File: config.mk
export PLATFORM = sky130hd
export DESIGN_NAME = urv_ahb_uart
export DESIGN_NICKNAME = d
export VERILOG_FILES = /design/src/rtl/urv_uart_pkg.sv /design/src/rtl/urv_sync_fifo.sv /design/src/rtl/urv_ahb_uart.sv
export SDC_FILE = /design/constraint.sdc
export NUM_CORES = 1
export LEC_CHECK = 0
export ABC_CLOCK_PERIOD_IN_PS = 3500
export BUFFER_PORTS_ARGS = -buffer_cell sky130_fd_sc_hd__buf_4
export CAP_MARGIN = 20
export CORE_MARGIN = 1.5
export CORE_UTILIZATION = 40
export CTS_CLUSTER_DIAMETER = 60
export DETAILED_ROUTE_END_ITERATION = 8
export PLACE_DENSITY = 0.59
export SLEW_MARGIN = 10
export SYNTH_ARGS = -nofsm -noshare
export SYNTH_HDL_FRONTEND = slang
export SYNTH_SLANG_ARGS = --single-unit
File: constraint.sdc
create_clock -name CLK -period 3.5 [get_ports CLK]
set_input_delay 0.7 -clock CLK [delete_from_list [all_inputs] [get_ports CLK]]
set_output_delay 0.7 -clock CLK [all_outputs]
set_load 0.02 [all_outputs]
File: src/rtl/urv_uart_pkg.sv
// Shared definitions for the urv AHB UART: register offsets, STATUS bits, FSM states.
package urv_uart_pkg;

  localparam logic [1:0] REG_DATA   = 2'd0;
  localparam logic [1:0] REG_STATUS = 2'd1;
  localparam logic [1:0] REG_DIV    = 2'd2;
  localparam logic [1:0] REG_RSVD   = 2'd3;

  localparam int ST_TX_FULL   = 0;
  localparam int ST_TX_IDLE   = 1;
  localparam int ST_RX_VALID  = 2;
  localparam int ST_OVERRUN   = 3;
  localparam int ST_FRAME_ERR = 4;

  localparam logic [15:0] DIV_MIN = 16'd2;

  typedef enum logic [1:0] {TX_IDLE, TX_START, TX_DATA, TX_STOP} tx_state_t;
  typedef enum logic [1:0] {RX_IDLE, RX_START, RX_DATA, RX_STOP} rx_state_t;

  // Address-phase capture, consumed in the following data phase.
  typedef struct packed {
    logic       vld;
    logic       write;
    logic [1:0] addr;
  } dphase_t;

endpackage

File: src/rtl/urv_sync_fifo.sv
// Single-clock FIFO; read data is the head entry (no read latency).
// A push while full is ignored, even with a simultaneous pop; a pop while empty is ignored.
module urv_sync_fifo #(
  parameter int WIDTH = 8,
  parameter int AW    = 3
) (
  input  logic             clk,
  input  logic             rst,
  input  logic             push,
  input  logic [WIDTH-1:0] push_dat,
  input  logic             pop,
  output logic [WIDTH-1:0] pop_dat,
  output logic             full,
  output logic             empty,
  output logic [AW:0]      count
);

  localparam int DEPTH = 2**AW;
  localparam logic [AW:0] DEPTH_W = DEPTH[AW:0];

  logic [WIDTH-1:0] mem [DEPTH];
  logic [AW-1:0]    wptr;
  logic [AW-1:0]    rptr;
  logic             push_ok;
  logic             pop_ok;

  assign full    = (count == DEPTH_W);
  assign empty   = (count == '0);
  assign push_ok = push & ~full;
  assign pop_ok  = pop & ~empty;
  assign pop_dat = mem[rptr];

  always_ff @(posedge clk) begin
    if (push_ok) mem[wptr] <= push_dat;
  end

  always_ff @(posedge clk) begin
    if (rst) begin
      wptr  <= '0;
      rptr  <= '0;
      count <= '0;
    end else begin
      if (push_ok) wptr <= wptr + AW'(1);
      if (pop_ok)  rptr <= rptr + AW'(1);
      case ({push_ok, pop_ok})
        2'b10:   count <= count + (AW+1)'(1);
        2'b01:   count <= count - (AW+1)'(1);
        default: count <= count;
      endcase
    end
  end

endmodule

File: src/rtl/urv_ahb_uart.sv
// AHB-Lite UART slave: 8-deep TX FIFO, 8N1 serializer/deserializer, programmable bit period.
// Zero wait states, accesses act in the data phase; DATA writes into a full FIFO are dropped.
module urv_ahb_uart
  import urv_uart_pkg::*;
#(
  parameter int          TXFIFO_AW = 3,
  parameter logic [15:0] DIV_RESET = 16'd868
) (
  input  logic        CLK,
  input  logic        RST,
  input  logic        HSEL,
  input  logic [31:0] HADDR,
  input  logic [1:0]  HTRANS,
  input  logic [2:0]  HSIZE,
  input  logic        HWRITE,
  input  logic [31:0] HWDATA,
  input  logic        HREADY,
  output logic        HREADYOUT,
  output logic [31:0] HRDATA,
  output logic        HRESP,
  output logic        TXD,
  input  logic        RXD,
  output logic        IRQ
);

  dphase_t             dp;
  logic [15:0]         div;
  logic                wr_data, wr_status, wr_div, rd_clr;
  logic                tx_full, tx_empty, tx_pop, tx_idle;
  logic [7:0]          tx_head;
  logic [TXFIFO_AW:0]  tx_count;
  tx_state_t           tx_state;
  logic [15:0]         tx_cnt;
  logic [2:0]          tx_idx;
  logic [7:0]          tx_shreg;
  rx_state_t           rx_state;
  logic [15:0]         rx_cnt;
  logic [2:0]          rx_idx;
  logic [7:0]          rx_shreg, rx_buf;
  logic [1:0]          rx_sync;
  logic                rx_s, rx_prev, rx_stop_evt, rx_stop_ok;
  logic                rx_valid, overrun, frame_err;
  logic [4:0]          status;
  logic                unused_ok;

  assign HREADYOUT = 1'b1;
  assign HRESP     = 1'b0;
  assign IRQ       = rx_valid | overrun;
  assign unused_ok = ^{HSIZE, HADDR[31:4], HADDR[1:0], HTRANS[0], HWDATA[31:16]};

  always_ff @(posedge CLK) begin
    if (RST) dp <= '0;
    else     dp <= '{vld: HSEL & HREADY & HTRANS[1], write: HWRITE, addr: HADDR[3:2]};
  end

  assign wr_data   = dp.vld & dp.write & (dp.addr == REG_DATA);
  assign wr_status = dp.vld & dp.write & (dp.addr == REG_STATUS);
  assign wr_div    = dp.vld & dp.write & (dp.addr == REG_DIV);
  assign rd_clr    = dp.vld & ~dp.write & (dp.addr == REG_DATA) & rx_valid;

  assign tx_idle = (tx_count == '0) && (tx_state == TX_IDLE);
  assign status  = {frame_err, overrun, rx_valid, tx_idle, tx_full};

  always_comb begin
    HRDATA = '0;
    if (dp.vld && !dp.write) begin
      case (dp.addr)
        REG_DATA:   HRDATA = rx_valid ? {24'h0, rx_buf} : 32'h0;
        REG_STATUS: HRDATA = {27'h0, status};
        REG_DIV:    HRDATA = {16'h0, div};
        default:    HRDATA = '0;
      endcase
    end
  end

  always_ff @(posedge CLK) begin
    if (RST)         div <= DIV_RESET;
    else if (wr_div) div <= (HWDATA[15:0] < DIV_MIN) ? DIV_MIN : HWDATA[15:0];
  end

  urv_sync_fifo #(.WIDTH(8), .AW(TXFIFO_AW)) u_txfifo (
    .clk      (CLK),
    .rst      (RST),
    .push     (wr_data),
    .push_dat (HWDATA[7:0]),
    .pop      (tx_pop),
    .pop_dat  (tx_head),
    .full     (tx_full),
    .empty    (tx_empty),
    .count    (tx_count)
  );

  // A new frame starts from IDLE or straight out of the stop bit, so frames run gap-free.
  assign tx_pop = !tx_empty &&
                  ((tx_state == TX_IDLE) || (tx_state == TX_STOP && tx_cnt == '0));

  always_ff @(posedge CLK) begin
    if (RST) begin
      tx_state <= TX_IDLE;
      tx_cnt   <= '0;
      tx_idx   <= '0;
      tx_shreg <= '0;
      TXD      <= 1'b1;
    end else if (tx_pop) begin
      tx_state <= TX_START;
      tx_shreg <= tx_head;
      tx_cnt   <= div - 16'd1;
      TXD      <= 1'b0;
    end else begin
      case (tx_state)
        TX_IDLE: TXD <= 1'b1;
        TX_START:
          if (tx_cnt == '0) begin
            tx_state <= TX_DATA;
            tx_idx   <= '0;
            tx_cnt   <= div - 16'd1;
            TXD      <= tx_shreg[0];
          end else tx_cnt <= tx_cnt - 16'd1;
        TX_DATA:
          if (tx_cnt == '0) begin
            tx_cnt <= div - 16'd1;
            if (tx_idx == 3'd7) begin
              tx_state <= TX_STOP;
              TXD      <= 1'b1;
            end else begin
              tx_idx   <= tx_idx + 3'd1;
              tx_shreg <= {1'b0, tx_shreg[7:1]};
              TXD      <= tx_shreg[1];
            end
          end else tx_cnt <= tx_cnt - 16'd1;
        TX_STOP:
          if (tx_cnt == '0) tx_state <= TX_IDLE;
          else              tx_cnt   <= tx_cnt - 16'd1;
        default: tx_state <= TX_IDLE;
      endcase
    end
  end

  always_ff @(posedge CLK) begin
    if (RST) begin
      rx_sync <= 2'b11;
      rx_prev <= 1'b1;
    end else begin
      rx_sync <= {rx_sync[0], RXD};
      rx_prev <= rx_s;
    end
  end
  assign rx_s = rx_sync[1];

  always_ff @(posedge CLK) begin
    if (RST) begin
      rx_state <= RX_IDLE;
      rx_cnt   <= '0;
      rx_idx   <= '0;
      rx_shreg <= '0;
    end else begin
      case (rx_state)
        RX_IDLE:
          if (rx_prev && !rx_s) begin
            rx_state <= RX_START;
            rx_cnt   <= (div >> 1) - 16'd1;
          end
        RX_START:
          if (rx_cnt == '0) begin
            rx_state <= rx_s ? RX_IDLE : RX_DATA;
            rx_idx   <= '0;
            rx_cnt   <= div - 16'd1;
          end else rx_cnt <= rx_cnt - 16'd1;
        RX_DATA:
          if (rx_cnt == '0) begin
            rx_shreg <= {rx_s, rx_shreg[7:1]};
            rx_cnt   <= div - 16'd1;
            if (rx_idx == 3'd7) rx_state <= RX_STOP;
            else                rx_idx   <= rx_idx + 3'd1;
          end else rx_cnt <= rx_cnt - 16'd1;
        RX_STOP:
          if (rx_cnt == '0) rx_state <= RX_IDLE;
          else              rx_cnt   <= rx_cnt - 16'd1;
        default: rx_state <= RX_IDLE;
      endcase
    end
  end

  assign rx_stop_evt = (rx_state == RX_STOP) && (rx_cnt == '0);
  assign rx_stop_ok  = rx_stop_evt & rx_s;

  // A byte landing in the same cycle a DATA read drains the buffer replaces it without overrun.
  always_ff @(posedge CLK) begin
    if (RST) begin
      rx_buf    <= '0;
      rx_valid  <= 1'b0;
      overrun   <= 1'b0;
      frame_err <= 1'b0;
    end else begin
      if (rx_stop_ok && (!rx_valid || rd_clr)) begin
        rx_buf   <= rx_shreg;
        rx_valid <= 1'b1;
      end else if (rd_clr) begin
        rx_valid <= 1'b0;
      end
      if (rx_stop_ok && rx_valid && !rd_clr)   overrun <= 1'b1;
      else if (wr_status && HWDATA[ST_OVERRUN]) overrun <= 1'b0;
      if (rx_stop_evt && !rx_s)                  frame_err <= 1'b1;
      else if (wr_status && HWDATA[ST_FRAME_ERR]) frame_err <= 1'b0;
    end
  end

endmodule

# --- Word-level counts from Yosys, hierarchy flattened ---
# Memories as Yosys holds them, arrays and structs flattened. A register that Yosys moved wholly into a read port is not among the register bits.
# Index checks and enable logic that the tools add are counted.
word_totals:
  mem_count: 1
  reg_bits: 103
  inputBits: 75
  elab_cells: 186
  ramBits: 64
memory_table:
  columns: ["memory", "depth", "width", "read_ports", "rd_clocked_by_memory_dff", "wr", "line", "rtl"]
  rows:
  - ["u_txfifo.mem", 8, 8, 1, 1, 1, "urv_sync_fifo.sv:21", "logic [WIDTH-1:0] mem [DEPTH];"]
op_classes:
  eq_ne: 31
  reduce_logical: 50
  magnitude_cmp: 1
  bitwise_logic: 17
  n_mux: 53
  addsub: 10
op_table:
  columns: ["cell", "n"]
  rows:
  - ["$mux W16", 8]
  - ["$pmux W16 S3", 2]
  - ["$sub A16 B1 Y16 const B", 3]
  - ["$mux W8", 5]
  - ["$logic_not A16 Y1", 2]
  - ["$pmux W16 S2", 1]
  - ["$mux W3", 8]
  - ["$ne A2 B2 Y1 const B", 11]
  - ["$mux W2", 10]
  - ["$reduce_and A5 Y1", 4]
  - ["$lt A16 B2 Y1 const B", 1]
  - ["$reduce_bool A2 Y1", 8]
  - ["$sub A15 B1 Y16 const B", 1]
  - ["$mux W1", 13]
  - ["$add A3 B1 Y3 const B", 4]
  - ["$and A1 B1 Y1", 12]
  - ["$eq A2 B2 Y1 const B", 6]
  - ["$logic_and A1 B1 Y1", 12]
  - ["$ne A3 B2 Y1 const B", 4]
  - ["$pmux W3 S2", 2]
  - ["$eq A2 B1 Y1 const B", 4]
  - ["$pmux W2 S4", 1]
  - ["$pmux W4 S2", 1]
  - ["$reduce_bool A4 Y1", 2]
  - ["other kinds (19)", 37]

# --- Longest topological paths before layout ---
logic_depth:
  word_depth: 7
  mapped_depth: 16
  depth_no_buf: 14

# --- Modules after synthesis ---
# Synthesis repeated with hierarchy kept, for this count alone.
hier_totals:
  cells_unflattened: 905
  area_unflattened_um2: 8902.3
by_module_without_submodules:
  columns: ["mod", "instances", "cells_each", "area_per_inst_um2"]
  rows:
  - ["urv_ahb_uart", 1, 737, 5774.3]
  - ["urv_sync_fifo", 1, 168, 3128.0]

# --- Worst setup path after synthesis ---
# Ideal clock, no wire load.
synth_path:
  path_kind: "register -> register"
  startpoint: "reg tx_cnt[0]"
  endpoint: "reg u_txfifo.count[2]"
  path_stages_with_launch: 17
  arrival_time_ns: 3.220
  path_buffers: 2
  t_required_ns: 3.430
  path_slack_ns: 0.210
  setup_ns: 0.070
  cell_sequence: "dfxtp_1 -> inv_1 -> ha_1 -> or3b_1 -> buf_2 -> nor4_2 -> a21oi_1 -> or2_1 -> clkbuf_1 -> inv_2 -> ha_1 -> xor2_1 -> ha_1 -> a21oi_1 -> xor2_1 -> or3_1 -> a21oi_1"
synth_between:
  elab_chain_cells: 7
synth_rtl:
  columns: ["item", "line", "rtl"]
  rows:
  - ["start, declared", "urv_ahb_uart.sv:33", "logic [15:0] tx_cnt;"]
  - ["start signal, assigned", "urv_ahb_uart.sv:107", "tx_cnt <= div - 16'd1;"]
  - ["start signal, assigned", "urv_ahb_uart.sv:116", "tx_cnt <= div - 16'd1;"]
  - ["start signal, assigned", "urv_ahb_uart.sv:118", "end else tx_cnt <= tx_cnt - 16'd1;"]
  - ["$logic_not A16 Y1 *", "urv_ahb_uart.sv:95", "((tx_state == TX_IDLE) || (tx_state == TX_STOP && tx_cnt == '0));"]
  - ["$logic_and A1 B1 Y1 *", "urv_ahb_uart.sv:95", null]
  - ["$logic_or A1 B1 Y1 *", "urv_ahb_uart.sv:95", null]
  - ["$logic_and A1 B1 Y1 *", "urv_ahb_uart.sv:94", "assign tx_pop = !tx_empty &&"]
  - ["$and A1 B1 Y1 *", "urv_sync_fifo.sv:30", "assign pop_ok = pop & ~empty;"]
  - ["net u_txfifo.pop_ok", "urv_sync_fifo.sv:25", "logic pop_ok;"]
  - ["$eq A2 B1 Y1 or $eq A2 B2 Y1 (tied branches)", "urv_sync_fifo.sv:45", "case ({push_ok, pop_ok})"]
  - ["$pmux W4 S2 or $reduce_bool A2 Y1 (tied branches)", null, null]
  - ["end signal, assigned", "urv_sync_fifo.sv:46", "2'b10: count <= count + (AW+1)'(1);"]
  - ["end signal, assigned", "urv_sync_fifo.sv:47", "2'b01: count <= count - (AW+1)'(1);"]
  - ["end signal, assigned", "urv_sync_fifo.sv:48", "default: count <= count;"]
  - ["end, declared", "urv_sync_fifo.sv:15", "output logic [AW:0] count"]
# The timed path passes the listed nets; every way through them passes the cells marked *.
# A chain may end at the register's enable or synchronous reset.

# --- Worst setup path after layout ---
# Ends and elaborated chain as after synthesis.

==> results.sh <==
export IMPL_h_tree_depth=4
export IMPL_synthTopCellsByArea="dfxtp_1 24%, edfxtp_1 21%, a21oi_1 4.2%"
export IMPL_worstPathMaxFanout=7
export IMPL_yosys_cell_types_count=81
export IMPL_portBuffers=42
export IMPL_cp_end_kind="register"
export IMPL_yosys_warnings=0
export IMPL_core_area_sq_um=22000
export IMPL_placed_area_sq_um=9530
export IMPL_fin_crit_ps=3170
export IMPL_fillers=2108
export IMPL_wirelength_mm=22.3
export IMPL_cts_tree="yes"
export IMPL_fmaxAchievable_mhz=315
export IMPL_r2r_cells=14
export IMPL_startpoint_type="register"
export IMPL_syn_instance_count=938
export IMPL_drv_cap=0
export IMPL_drc=0
export IMPL_dr_pass1_iters=7
export IMPL_required_ps=3870
export IMPL_worstMarginPinSlew_ps=838
export IMPL_grt_max_degree=50
export IMPL_vdd_drop_max_v=0.000434
export IMPL_clk_pin_slew_ps=80
export IMPL_path_class="register to register"
export IMPL_gp_congestion=0.847
export IMPL_fin_nets=1061
export IMPL_power_density_nw_per_um2=729
export IMPL_num_rows=54
export IMPL_antenna_found_initial=0
export IMPL_die_area_sq_um=23400
export IMPL_synthToLayoutAreaGrowth_pct=12.8
export IMPL_cpPeakStageDelay_ps=470
export IMPL_async_flop_share_pct=0
export IMPL_synth_seq_cells=170
export IMPL_grt_first_pass_wirelength_mm=35.9
export IMPL_antenna_left=0
export IMPL_hold_viol_final=0
export IMPL_cts_root_buf="clkbuf_16"
export IMPL_synth_main_ff_cell="dfxtp_1"
export IMPL_clockBufferDepth=2
export IMPL_final_setup_worst_slack_ps=330
export IMPL_min_path_type="register to register"
export IMPL_p_leak_nw=3.76
export IMPL_fin_crit_sh_pct=90.6
export IMPL_vias_per_cell=5.61
export IMPL_dieWidth_microns=153
export IMPL_synth_top_area_share_pct=23.6
export IMPL_status="complete, no violations"
export IMPL_fin_skew_ps=13.2
export IMPL_arrival_ps=3540
export IMPL_numCtsBuffers=17
export IMPL_avgSynthCellArea_sq_um=9.58
export IMPL_seq_area_sq_um=4040
export IMPL_grt_pass1_vias=6629
export IMPL_place_ws_ps=376
export IMPL_antennaDiodeCount=0
export IMPL_grtUsageTotal_pct=19.5
export IMPL_finalPower_mw=7.40
export IMPL_fin_hold_ws_ps=419
export IMPL_holdBufCountCts=0
export IMPL_cp_cell_sequence="inv_1, ha_1, or3b_1, nor4_2, a21oi_1, or2_1, inv_2, ha_1, xor2_1, ha_1, a21oi_1, xor2_1, or3_1, a21oi_1"
export IMPL_clock_sinks=170
export IMPL_setup_viol=0
export IMPL_fp_dieH_microns=153
export IMPL_finish_instance_area_sq_um=10100
export IMPL_drt_iter0_markers=660
export IMPL_synth_edff_count=64
export IMPL_layout_drive_gt1_share_pct=15.3
export IMPL_io_pins=111
export IMPL_wl_per_cell_microns=17.8
export IMPL_cts_setup_buffers=0
export IMPL_vias=7029
export IMPL_hpwlAfterDp_mm=15.8
export IMPL_syn_area_sq_um=8990
export IMPL_ctsResizeCount=0
export IMPL_tns_ps=0
export IMPL_clk_latency_ps=440
export IMPL_crit_path_top_delay_cell="or3b_1"
export IMPL_rsz0062_at_grt="false"
export IMPL_holdPathStages=1
export IMPL_grt_overflow=0
export IMPL_multi_input_area_sq_um=4500
export IMPL_synth_top_area_cell="dfxtp_1"
export IMPL_floorplan_initialDensity_pct=40.9
export IMPL_drv_slew=0
export IMPL_yosysSeqAreaShare_pct=45.0
export IMPL_slew_headroom_pct=43.6
kinds of logic after synthesis:
group,after synthesis,synth area share [%]
other,2,0.0835
and+or+nand+nor,339,19.5
xor gates and xnor gates,38,3.70
buffers and inverters,108,5.68
muxes,41,6.85
AOI/OAI and AO/OA,215,15.7
adders and majority gates,25,3.48
DFF,170,45.0
final cells by class:
class | instances | area share, %
Inverter | 24 | 0.888
Sequential cell | 170 | 39.9
Clock buffer | 18 | 4.23
Clock inverter | 14 | 1.81
Tap cell | 280 | 3.45
Multi-Input combinational cell | 676 | 44.4
Timing Repair Buffer | 72 | 5.33
synthesized netlist by cell type, drive strengths merged, types with 3 or more instances:
library cell    n
a31oi           6
nor2b          14
o32ai           3
ha             25
nand4           8
clkbuf         49
mux2i          21
nor3b           6
o21bai          3
a2111oi         4
nand2          85
o21a            5
edfxtp         64
o211ai          8
o41ai           5
mux2            4
a211o           4
o21ai          40
a22oi           4
nand3          34
nor3           32
xor2           19
nand2b          5
nand3b          3
and2           12
a221oi          4
inv            24
nor4           20
a211oi         18
o31ai           8
or4            15
or2            13
mux4           16
nor2           65
xnor2          19
and3            8
or3             9
a32o            4
buf            35
dfxtp         106
a21oi          77
or3b            3
registers in the layout (all words and copies together) (netlist names), 2 cells and up, named ones only:
| name | count |
|---|---|
| div | 16 |
| u_txfifo.count | 4 |
| tx_cnt | 16 |
| dp | 4 |
| tx_shreg | 8 |
| tx_state | 2 |
| rx_sync | 2 |
| rx_idx | 3 |
| rx_buf | 8 |
| tx_idx | 3 |
| u_txfifo.rptr | 3 |
| u_txfifo.mem | 64 |
| u_txfifo.wptr | 3 |
| rx_shreg | 8 |
| rx_cnt | 16 |
per-stage QoR:
step | cells | utilization [%]
5_1_grt | 1254 | 46.2
3_5_place_dp | 1222 | 43.4
4_1_cts | 1254 | 46.2
3_3_place_gp | 1222 | 43.4
6_report | 1254 | 46.2
2_1_floorplan | 954 | -
final timing paths:
kind / from / to / slack [ps]
min reg2reg: rx_sync[0] / rx_sync[1] / 420
min: rx_sync[0] / rx_sync[1] / 420
max: tx_cnt[0] / u_txfifo.count[2] / 330
max reg2reg: tx_cnt[0] / u_txfifo.count[2] / 330
critical path: cells and delay by family, from the launching register on:
kind,cells,cell delay (ps)
AO/OA/AOI/OAI,3,310
XOR/XNOR,2,330
adder cells (fa/ha/maj),3,600
buffers and inverters,2,160
flip-flops,1,320
AND/OR/NAND/NOR,4,1370
power breakdown:
group,internal (mW),switching (mW)
logic,1.18,1.82
registers,2.24,0.190
clock network,1.04,0.926
total,4.46,2.93
cells in the final DEF, fill, tap and decap left out, types with 23 or more instances in the layout:
| cell | instances |
|---|---|
| dfxtp_1 | 106 |
| inv_1 | 23 |
| buf_4 | 72 |
| o21ai_0 | 37 |
| ha_1 | 25 |
| a21oi_1 | 75 |
| nor3_1 | 32 |
| nand3_1 | 34 |
| nor2_1 | 65 |
| nand2_1 | 85 |
| edfxtp_1 | 64 |
metal layers:
layer | vias up | global-route usage (%) | routed length (microns)
met5 | - | 0 | 0
met4 | 0 | 4.58 | 197
met3 | 17 | 4.28 | 1260
met2 | 204 | 29.6 | 9950
met1 | 3339 | 28.2 | 10900
li1 | 3469 | - | -
No activity file was read; power rests on OpenSTA's default activity.
